**src/rtl/pipeline_hazard_ctrl_if.sv**
```systemverilog
// Hazard-controller bundle: pipeline-side hazard inputs, stage enable/flush controls, statistics.
// The pipeline drives through master; the controller answers through slave.
interface pipeline_hazard_ctrl_if #(
  parameter int REG_ADDR_W = 5,
  parameter int CNT_W      = 16
);
  logic [REG_ADDR_W-1:0] if_id_rs;
  logic [REG_ADDR_W-1:0] if_id_rt;
  logic                  id_uses_rt;
  logic                  id_ex_mem_read;
  logic [REG_ADDR_W-1:0] id_ex_rt;
  logic                  ex_branch_taken;
  logic                  dmem_req;
  logic                  dmem_ready;
  logic                  pc_write;
  logic                  if_id_write;
  logic                  if_id_flush;
  logic                  id_ex_write;
  logic                  id_ex_flush;
  logic                  ex_mem_write;
  logic                  mem_wb_flush;
  logic                  mem_wait;
  logic                  mem_timeout;
  logic [CNT_W-1:0]      stall_cycles;
  logic [CNT_W-1:0]      flush_count;

  modport master (
    output if_id_rs, if_id_rt, id_uses_rt, id_ex_mem_read, id_ex_rt,
           ex_branch_taken, dmem_req, dmem_ready,
    input  pc_write, if_id_write, if_id_flush, id_ex_write, id_ex_flush,
           ex_mem_write, mem_wb_flush, mem_wait, mem_timeout,
           stall_cycles, flush_count
  );

  modport slave (
    input  if_id_rs, if_id_rt, id_uses_rt, id_ex_mem_read, id_ex_rt,
           ex_branch_taken, dmem_req, dmem_ready,
    output pc_write, if_id_write, if_id_flush, id_ex_write, id_ex_flush,
           ex_mem_write, mem_wb_flush, mem_wait, mem_timeout,
           stall_cycles, flush_count
  );
endinterface

```
**src/rtl/pipeline_hazard_ctrl.sv**
```systemverilog
// Stall/flush sequencer for the 5-stage pipeline: stage controls are combinational (zero latency);
// a data-memory wait freezes PC..EX/MEM and bubbles MEM/WB until the access completes.
module pipeline_hazard_ctrl #(
  parameter int REG_ADDR_W  = 5,
  parameter int CNT_W       = 16,
  parameter int MEM_TIMEOUT = 15
) (
  input logic                   clk,
  input logic                   reset,
  pipeline_hazard_ctrl_if.slave hz
);
  localparam int                    WAIT_W     = $clog2(MEM_TIMEOUT + 1);
  localparam logic [WAIT_W-1:0]     WAIT_LIMIT = WAIT_W'(MEM_TIMEOUT);
  localparam logic [CNT_W-1:0]      CNT_MAX    = '1;
  localparam logic [REG_ADDR_W-1:0] REG_ZERO   = '0;

  typedef enum logic {RUN, MEM_WAIT} state_t;

  state_t            state_q, state_d;
  logic [WAIT_W-1:0] wait_cnt_q, wait_cnt_d;
  logic              timeout_q, timeout_d;
  logic [CNT_W-1:0]  stall_q, stall_d;
  logic [CNT_W-1:0]  flush_q, flush_d;

  logic mem_stall;
  logic load_use;
  logic take_branch;
  logic bubble;

  assign mem_stall = hz.dmem_req & ~hz.dmem_ready;
  assign load_use  = hz.id_ex_mem_read & (hz.id_ex_rt != REG_ZERO) &
                     ((hz.id_ex_rt == hz.if_id_rs) |
                      (hz.id_uses_rt & (hz.id_ex_rt == hz.if_id_rt)));
  // A taken branch squashes the dependent instruction, so it beats load-use.
  assign take_branch = ~mem_stall & hz.ex_branch_taken;
  assign bubble      = ~mem_stall & ~hz.ex_branch_taken & load_use;

  assign hz.pc_write     = reset & ~mem_stall & ~bubble;
  assign hz.if_id_write  = reset & ~mem_stall & ~bubble;
  assign hz.if_id_flush  = reset & take_branch;
  assign hz.id_ex_write  = reset & ~mem_stall;
  assign hz.id_ex_flush  = reset & (take_branch | bubble);
  assign hz.ex_mem_write = reset & ~mem_stall;
  assign hz.mem_wb_flush = reset & mem_stall;
  assign hz.mem_wait     = (state_q == MEM_WAIT);
  assign hz.mem_timeout  = timeout_q;
  assign hz.stall_cycles = stall_q;
  assign hz.flush_count  = flush_q;

  always_comb begin
    state_d    = state_q;
    wait_cnt_d = wait_cnt_q;
    timeout_d  = timeout_q;
    stall_d    = stall_q;
    flush_d    = flush_q;

    case (state_q)
      RUN: begin
        if (mem_stall) begin
          state_d    = MEM_WAIT;
          wait_cnt_d = '0;
        end
      end
      MEM_WAIT: begin
        if (hz.dmem_ready) begin
          state_d = RUN;
        end else begin
          if (wait_cnt_q != WAIT_LIMIT) wait_cnt_d = wait_cnt_q + 1'b1;
          // The flag latches but the FSM keeps waiting for the memory.
          if (wait_cnt_d == WAIT_LIMIT) timeout_d = 1'b1;
        end
      end
      default: state_d = RUN;
    endcase

    if ((mem_stall | bubble) && (stall_q != CNT_MAX)) stall_d = stall_q + 1'b1;
    if (take_branch && (flush_q != CNT_MAX))          flush_d = flush_q + 1'b1;
  end

  always_ff @(posedge clk or negedge reset) begin
    if (!reset) begin
      state_q    <= RUN;
      wait_cnt_q <= '0;
      timeout_q  <= 1'b0;
      stall_q    <= '0;
      flush_q    <= '0;
    end else begin
      state_q    <= state_d;
      wait_cnt_q <= wait_cnt_d;
      timeout_q  <= timeout_d;
      stall_q    <= stall_d;
      flush_q    <= flush_d;
    end
  end
endmodule

```
**src/flat_wrapper.sv**
```systemverilog
// flat-port wrapper written by rule: the top's interface ports become plain ports
module pipeline_hazard_ctrl_flat 
#(
  parameter int REG_ADDR_W  = 5,
  parameter int CNT_W       = 16,
  parameter int MEM_TIMEOUT = 15
)
  (clk, reset, hz_if_id_rs, hz_if_id_rt, hz_id_uses_rt, hz_id_ex_mem_read, hz_id_ex_rt, hz_ex_branch_taken, hz_dmem_req, hz_dmem_ready, hz_pc_write, hz_if_id_write, hz_if_id_flush, hz_id_ex_write, hz_id_ex_flush, hz_ex_mem_write, hz_mem_wb_flush, hz_mem_wait, hz_mem_timeout, hz_stall_cycles, hz_flush_count);
  pipeline_hazard_ctrl_if #(.REG_ADDR_W(REG_ADDR_W), .CNT_W(CNT_W)) hz_i ();
  input logic clk;
  input logic reset;
  input wire logic [$bits(hz_i.if_id_rs)-1:0] hz_if_id_rs;
  input wire logic [$bits(hz_i.if_id_rt)-1:0] hz_if_id_rt;
  input wire logic [$bits(hz_i.id_uses_rt)-1:0] hz_id_uses_rt;
  input wire logic [$bits(hz_i.id_ex_mem_read)-1:0] hz_id_ex_mem_read;
  input wire logic [$bits(hz_i.id_ex_rt)-1:0] hz_id_ex_rt;
  input wire logic [$bits(hz_i.ex_branch_taken)-1:0] hz_ex_branch_taken;
  input wire logic [$bits(hz_i.dmem_req)-1:0] hz_dmem_req;
  input wire logic [$bits(hz_i.dmem_ready)-1:0] hz_dmem_ready;
  output wire logic [$bits(hz_i.pc_write)-1:0] hz_pc_write;
  output wire logic [$bits(hz_i.if_id_write)-1:0] hz_if_id_write;
  output wire logic [$bits(hz_i.if_id_flush)-1:0] hz_if_id_flush;
  output wire logic [$bits(hz_i.id_ex_write)-1:0] hz_id_ex_write;
  output wire logic [$bits(hz_i.id_ex_flush)-1:0] hz_id_ex_flush;
  output wire logic [$bits(hz_i.ex_mem_write)-1:0] hz_ex_mem_write;
  output wire logic [$bits(hz_i.mem_wb_flush)-1:0] hz_mem_wb_flush;
  output wire logic [$bits(hz_i.mem_wait)-1:0] hz_mem_wait;
  output wire logic [$bits(hz_i.mem_timeout)-1:0] hz_mem_timeout;
  output wire logic [$bits(hz_i.stall_cycles)-1:0] hz_stall_cycles;
  output wire logic [$bits(hz_i.flush_count)-1:0] hz_flush_count;
  assign hz_i.if_id_rs = hz_if_id_rs;
  assign hz_i.if_id_rt = hz_if_id_rt;
  assign hz_i.id_uses_rt = hz_id_uses_rt;
  assign hz_i.id_ex_mem_read = hz_id_ex_mem_read;
  assign hz_i.id_ex_rt = hz_id_ex_rt;
  assign hz_i.ex_branch_taken = hz_ex_branch_taken;
  assign hz_i.dmem_req = hz_dmem_req;
  assign hz_i.dmem_ready = hz_dmem_ready;
  assign hz_pc_write = hz_i.pc_write;
  assign hz_if_id_write = hz_i.if_id_write;
  assign hz_if_id_flush = hz_i.if_id_flush;
  assign hz_id_ex_write = hz_i.id_ex_write;
  assign hz_id_ex_flush = hz_i.id_ex_flush;
  assign hz_ex_mem_write = hz_i.ex_mem_write;
  assign hz_mem_wb_flush = hz_i.mem_wb_flush;
  assign hz_mem_wait = hz_i.mem_wait;
  assign hz_mem_timeout = hz_i.mem_timeout;
  assign hz_stall_cycles = hz_i.stall_cycles;
  assign hz_flush_count = hz_i.flush_count;
  pipeline_hazard_ctrl #(.REG_ADDR_W(REG_ADDR_W), .CNT_W(CNT_W), .MEM_TIMEOUT(MEM_TIMEOUT)) u_core (.clk(clk), .reset(reset), .hz(hz_i));
endmodule
```
**config.mk**
```make
export PLATFORM = sky130hd
export DESIGN_NAME = pipeline_hazard_ctrl_flat
export DESIGN_NICKNAME = d
export VERILOG_FILES = /design/src/rtl/pipeline_hazard_ctrl_if.sv /design/src/rtl/pipeline_hazard_ctrl.sv /design/src/flat_wrapper.sv
export SDC_FILE = /design/constraint.sdc
export NUM_CORES = 1
export LEC_CHECK = 0
export ABC_AREA = 1
export CORE_UTILIZATION = 45
export DETAILED_ROUTE_END_ITERATION = 8
export PLACE_DENSITY_LB_ADDON = 0.3
export RECOVER_POWER = 50
export SETUP_SLACK_MARGIN = 0.4
export SYNTH_ARGS = -nofsm -noshare
export SYNTH_HDL_FRONTEND = slang
export SYNTH_SLANG_ARGS = --single-unit
```
**constraint.sdc**
```tcl
create_clock -name clk -period 4.4 [get_ports clk]
set_clock_uncertainty 0.05 [all_clocks]
set_input_delay 0.66 -clock clk [delete_from_list [all_inputs] [get_ports clk]]
set_output_delay 0.66 -clock clk [all_outputs]
set_load 0.01 [all_outputs]
```
# Word level (Yosys, flattened, before mapping)
# Index checks and enable logic that the tools add are counted.
# totals
mem_count	0
wordCells	50
inputBits	22
latch_bits	0
mem_bits_ro	0
ff_bits	38
ram_bits	0
# classes
n_mux	9
n_reduce_logical	5
multipliers	0
addsub	3
order_cmp	0
n_eq_ne	8
n_bitwise	20
div_mod_pow	0
shift	0
# ops
operator	count
$add 16x1->16 const B	2
$ne 16x16->1 const B	2
$mux 4	5
$and 1x1->1	12
$eq 5x5->1	2
$pmux 4 s2	1
$not 1->1	5
$reduce_bool 5->1	1
$add 4x1->4 const B	1
$eq 4x4->1 const B	1
$ne 4x4->1 const B	1
$or 1x1->1	3
$reduce_and 3->1	1
$logic_and 1x1->1	2
$mux 1	2
$ne 2x1->1 const B	1
$ne 2x2->1 const B	1
$pmux 1 s2	1
$reduce_and 2->1	1

# Longest topological paths before layout
# depth
depth_word	7
depth_mapped	12

# Worst setup path after synthesis
# OpenSTA, ideal clock, no wires.
# synth_timing
kind	input to output
start	input hz_dmem_ready
end	output hz_pc_write
slack_ps	2039
t_arrival_ps	1651
path_stages	9
path_buffers	2
required_ps	3690
cell_sequence	inv_1 > nand2_2 > nand4_1 > inv_1 > nand2_1 > nand2_4 > buf_6 > nor2_1 > buf_4
# synth_between
elab_chain_len	7
# synth_lines
item	line_no	text
start: declaration	flat_wrapper.sv:19	input wire logic [$bits(hz_i.dmem_ready)-1:0] hz_dmem_ready;
$not 1->1 (no source line) *	n/a	
$and 1x1->1 *	pipeline_hazard_ctrl.sv:30	assign mem_stall = hz.dmem_req & ~hz.dmem_ready;
$not 1->1 *	n/a	
$and 1x1->1 (2 in series)	pipeline_hazard_ctrl.sv:36	assign bubble = ~mem_stall & ~hz.ex_branch_taken & load_use;
$not 1->1	n/a	
$and 1x1->1 *	n/a	
end: declaration	flat_wrapper.sv:20	output wire logic [$bits(hz_i.pc_write)-1:0] hz_pc_write;
# Mark *: on every way between the ends. The rest lies on a longest branch, timed or not.

# Worst setup path after layout
# layout_timing
start	input hz_dmem_ready
end	output hz_pc_write
# layout_between
elab_chain_len	7
# layout_lines
item	line_no	text
$not 1->1 (no source line) *	n/a	
$and 1x1->1 *	pipeline_hazard_ctrl.sv:30	
$not 1->1 *	pipeline_hazard_ctrl.sv:36, pipeline_hazard_ctrl.sv:38	
$and 1x1->1 (2 in series)	pipeline_hazard_ctrl.sv:36	
$not 1->1	pipeline_hazard_ctrl.sv:38	assign hz.pc_write = reset & ~mem_stall & ~bubble;
$and 1x1->1 *	pipeline_hazard_ctrl.sv:38	
# Marks and branches as above.

==> impl_metrics.py <==
metrics = {
    "timing": {
        "relSlewSlack_pct": -34.2,
        "fmax_mhz": 295,
        "tns_ns": 0,
        "fin_crit_sh_pct": 77.0,
        "slew_viol_final": 39,
        "worstMarginPinSlew_ns": 2.01,
        "finalSetupViolations": 0,
        "layout_min_cycle_time_ns": 3.39,
        "setup_ws_ns": 1.01,
        "report.final.hold_viol_count": 0,
        "rsz0062_at_grt": "no",
    },
    "grt": {
        "globalRouteOverflowTotal": 0,
        "grt_pass1_wl_mm": 9.51,
        "grt_pass1_vias": 2189,
        "grt_use_total_pct": 19.7,
        "antenna_found_initial": 0,
        "grt_max_degree": 39,
    },
    "synthesis": {
        "ys_types": 32,
        "synth_seq_cells": 38,
        "synthFlopType": "dfrtp_1",
        "syn_area_um2": 2530,
        "synth_nets": 391,
        "synth_area_leaders": "dfrtp_1 38%, nand2_1 20%, nand3_1 7.5%",
        "post-synth-top-area-fraction_pct": 37.5,
        "seq_area_frac_synth_pct": 37.5,
        "syn_inst": 366,
        "yosys_warnings": 0,
        "yosysMostFrequentCell": "nand2_1",
        "synth_edf_count": 0,
        "synth_top_area_cell": "dfrtp_1",
        "synthArstFlopShare_pct": 100,
        "synth.avg_cell_area_um2": 6.92,
        "ys_top_cells_by_count": "133 x nand2_1, 50 x inv_1, 38 x dfrtp_1, 38 x nand3_1, 25 x nor2_1",
    },
    "pwr": {
        "power.total_uw": 1050,
        "leakagePower_uw": 0.00162,
        "max-vdd-ir-drop_mv": 0.192,
        "power.density_nw_per_um2": 323,
    },
    "flow_run": {
        "max_cap_viol_count": 1,
    },
    "setup_path": {
        "cp.required_ns": 3.69,
        "end_kind": "output port",
        "cp.arrival_ns": 2.68,
        "cp-start-kind": "primary input",
        "worstPathMaxFanout": 26,
        "path_class": "primary input to output port",
    },
    "route": {
        "first_pass_iters": 4,
        "ant_nets": 0,
        "drc": 0,
        "vias": 2453,
        "vias_per_cell": 4.90,
        "wl_per_cell_um": 10.9,
        "routed_wl_mm": 5.46,
        "drt_iter0_markers": 115,
    },
    "placement": {
        "pre_cts_ws_ns": 1.14,
        "port_buffers": 62,
        "place_inst": 493,
        "gp_congestion": 0.858,
        "place_hpwl_mm": 4.11,
    },
    "die": {
        "die_h_um": 77.0,
        "initial_core_util_pct": 48.1,
        "boundaryPins": 63,
        "num_rows": 26,
        "dieWidth_um": 77.0,
        "dieArea_um2": 5930,
        "coreArea_um2": 5270,
    },
    "cells_and_area": {
        "fin_util_pct": 61.9,
        "fillCellCount": 475,
        "area_growth_pct": 28.9,
        "final_cells": 501,
        "nets": 455,
        "antenna_cells": 0,
        "drive_above_1_share_pct": 6.73,
    },
    "clocking": {
        "cts_num_sinks": 38,
        "cts_tree": "built",
        "clk_root_buffer_cell": "clkbuf_8",
        "cts_buffers": 5,
        "cts_hold_buf": 0,
        "post_cts_buffers": 0,
        "clockBufferDepth": 2,
        "insertion_delay_ns": 0.28,
        "htreeDepth": 2,
        "path_clk_slew_ns": 0.07,
        "post_cts_resize_count": 0,
    },
    "hold_path": {
        "hp-class": "register to register",
    },
    "run_status": {
        "status": "complete, but fails checks",
        "failed_checks": "max-capacitance violations, max-slew violations",
    },
}
worst max-delay path, stage by stage:
cell	delay, ns
dlygate4sd3_1	0.56
inv_1	0.08
nand2_1	0.16
nand4_1	0.14
inv_1	0.04
nand2_1	0.12
nand2_4	0.19
nor2_1	0.17
clkdlybuf4s50_1	0.56
cells in the final DEF (no fill, tap or decap):
cell and n:
nor2_2 2, nor3_2 3, nand4_1 7, clkbuf_8 6
xor2_1 8, nor3_1 7, inv_2 6, nor2_4 1
nor4_1 1, dlygate4sd3_1 12, dfrtp_1 38, inv_4 1
nand2_1 135, clkbuf_1 3, and2_1 1, inv_1 50
nand2_4 2, nand3_1 38, a31o_2 1, nor2_1 25
o21ai_1 6, nand4_4 1, or2_2 1, nand3b_1 1
ha_1 3, o21ai_0 6, nor3_4 1, a21oi_1 4
o22ai_1 2, o21ai_2 1, nand3_2 2, xnor2_1 6
clkinv_2 1, clkdlybuf4s50_1 49
report_power, final:
| part | total, uW | switching, uW | internal [uW] | leakage, uW |
|---|---|---|---|---|
| sequential | 476 | 70.8 | 405 | 0.000504 |
| clock | 246 | 119 | 127 | 0.0000482 |
| combinational | 333 | 167 | 166 | 0.00107 |
| total | 1050 | 357 | 698 | 0.00162 |
routing by layer:
layer	vias up	wire length (um)	GRT usage (%)
li1	1280	-	-
met1	1106	2530	24.3
met2	56	2590	33.8
met3	11	248	3.57
met4	0	90	7.55
met5	-	0	0
final timing paths:
| path | start | endpoint | slack (ns) | cells after the start |
|---|---|---|---|---|
| worst min-delay path | u_core.hz.mem_timeout | u_core.hz.mem_timeout | 0.43 | 1 |
| worst max register to register | u_core.hz.flush_count[0] | u_core.hz.flush_count[9] | 2.34 | 9 |
| worst min register to register | u_core.hz.mem_timeout | u_core.hz.mem_timeout | 0.43 | 1 |
| min in group asynchronous | reset | u_core.hz.flush_count[15] | 1.05 | 2 |
| worst max-delay path | hz_dmem_ready | hz_pc_write | 1.01 | 9 |
| max in group asynchronous | reset | u_core.hz.flush_count[6] | 2.10 | 2 |
state kept, by name (all words and copies together), names as in the netlist:
register / cells
u_core.hz.flush_count: 16
u_core.hz.mem_timeout: 1
u_core.hz.mem_wait: 1
u_core.hz.stall_cycles: 16
u_core.wait_cnt_q: 4
final cells by class:
class / instances / area, um^2 / share of cell area, %
multi-input cells: 265 / 1300 / 39.8
flip-flops and latches: 38 / 951 / 29.1
repair buffers: 63 / 618 / 18.9
inverters: 57 / 216 / 6.63
well taps: 70 / 87.6 / 2.68
clock buffers: 7 / 86.3 / 2.64
clock inverters: 1 / 5.00 / 0.153
kinds of logic after synthesis:
| group | Yosys count | share of synthesized area (%) |
|---|---|---|
| AO/OA/AOI/OAI | 20 | 4.35 |
| adder cells (fa/ha/maj) | 3 | 1.48 |
| flip-flops | 38 | 37.5 |
| XOR/XNOR | 14 | 4.84 |
| buffers and inverters | 63 | 10.9 |
| AND/OR/NAND/NOR | 228 | 40.9 |
stage by stage:
step,hold slack [ns],instance area [um^2]
final,0.429,3260
after global routing,0.453,3260
after CTS,0.406,3270
after detailed placement,0.418,3180
after global placement,0.406,3180
after floorplan,0.314,2530
Note: power is estimated with default switching activity, not from simulation.
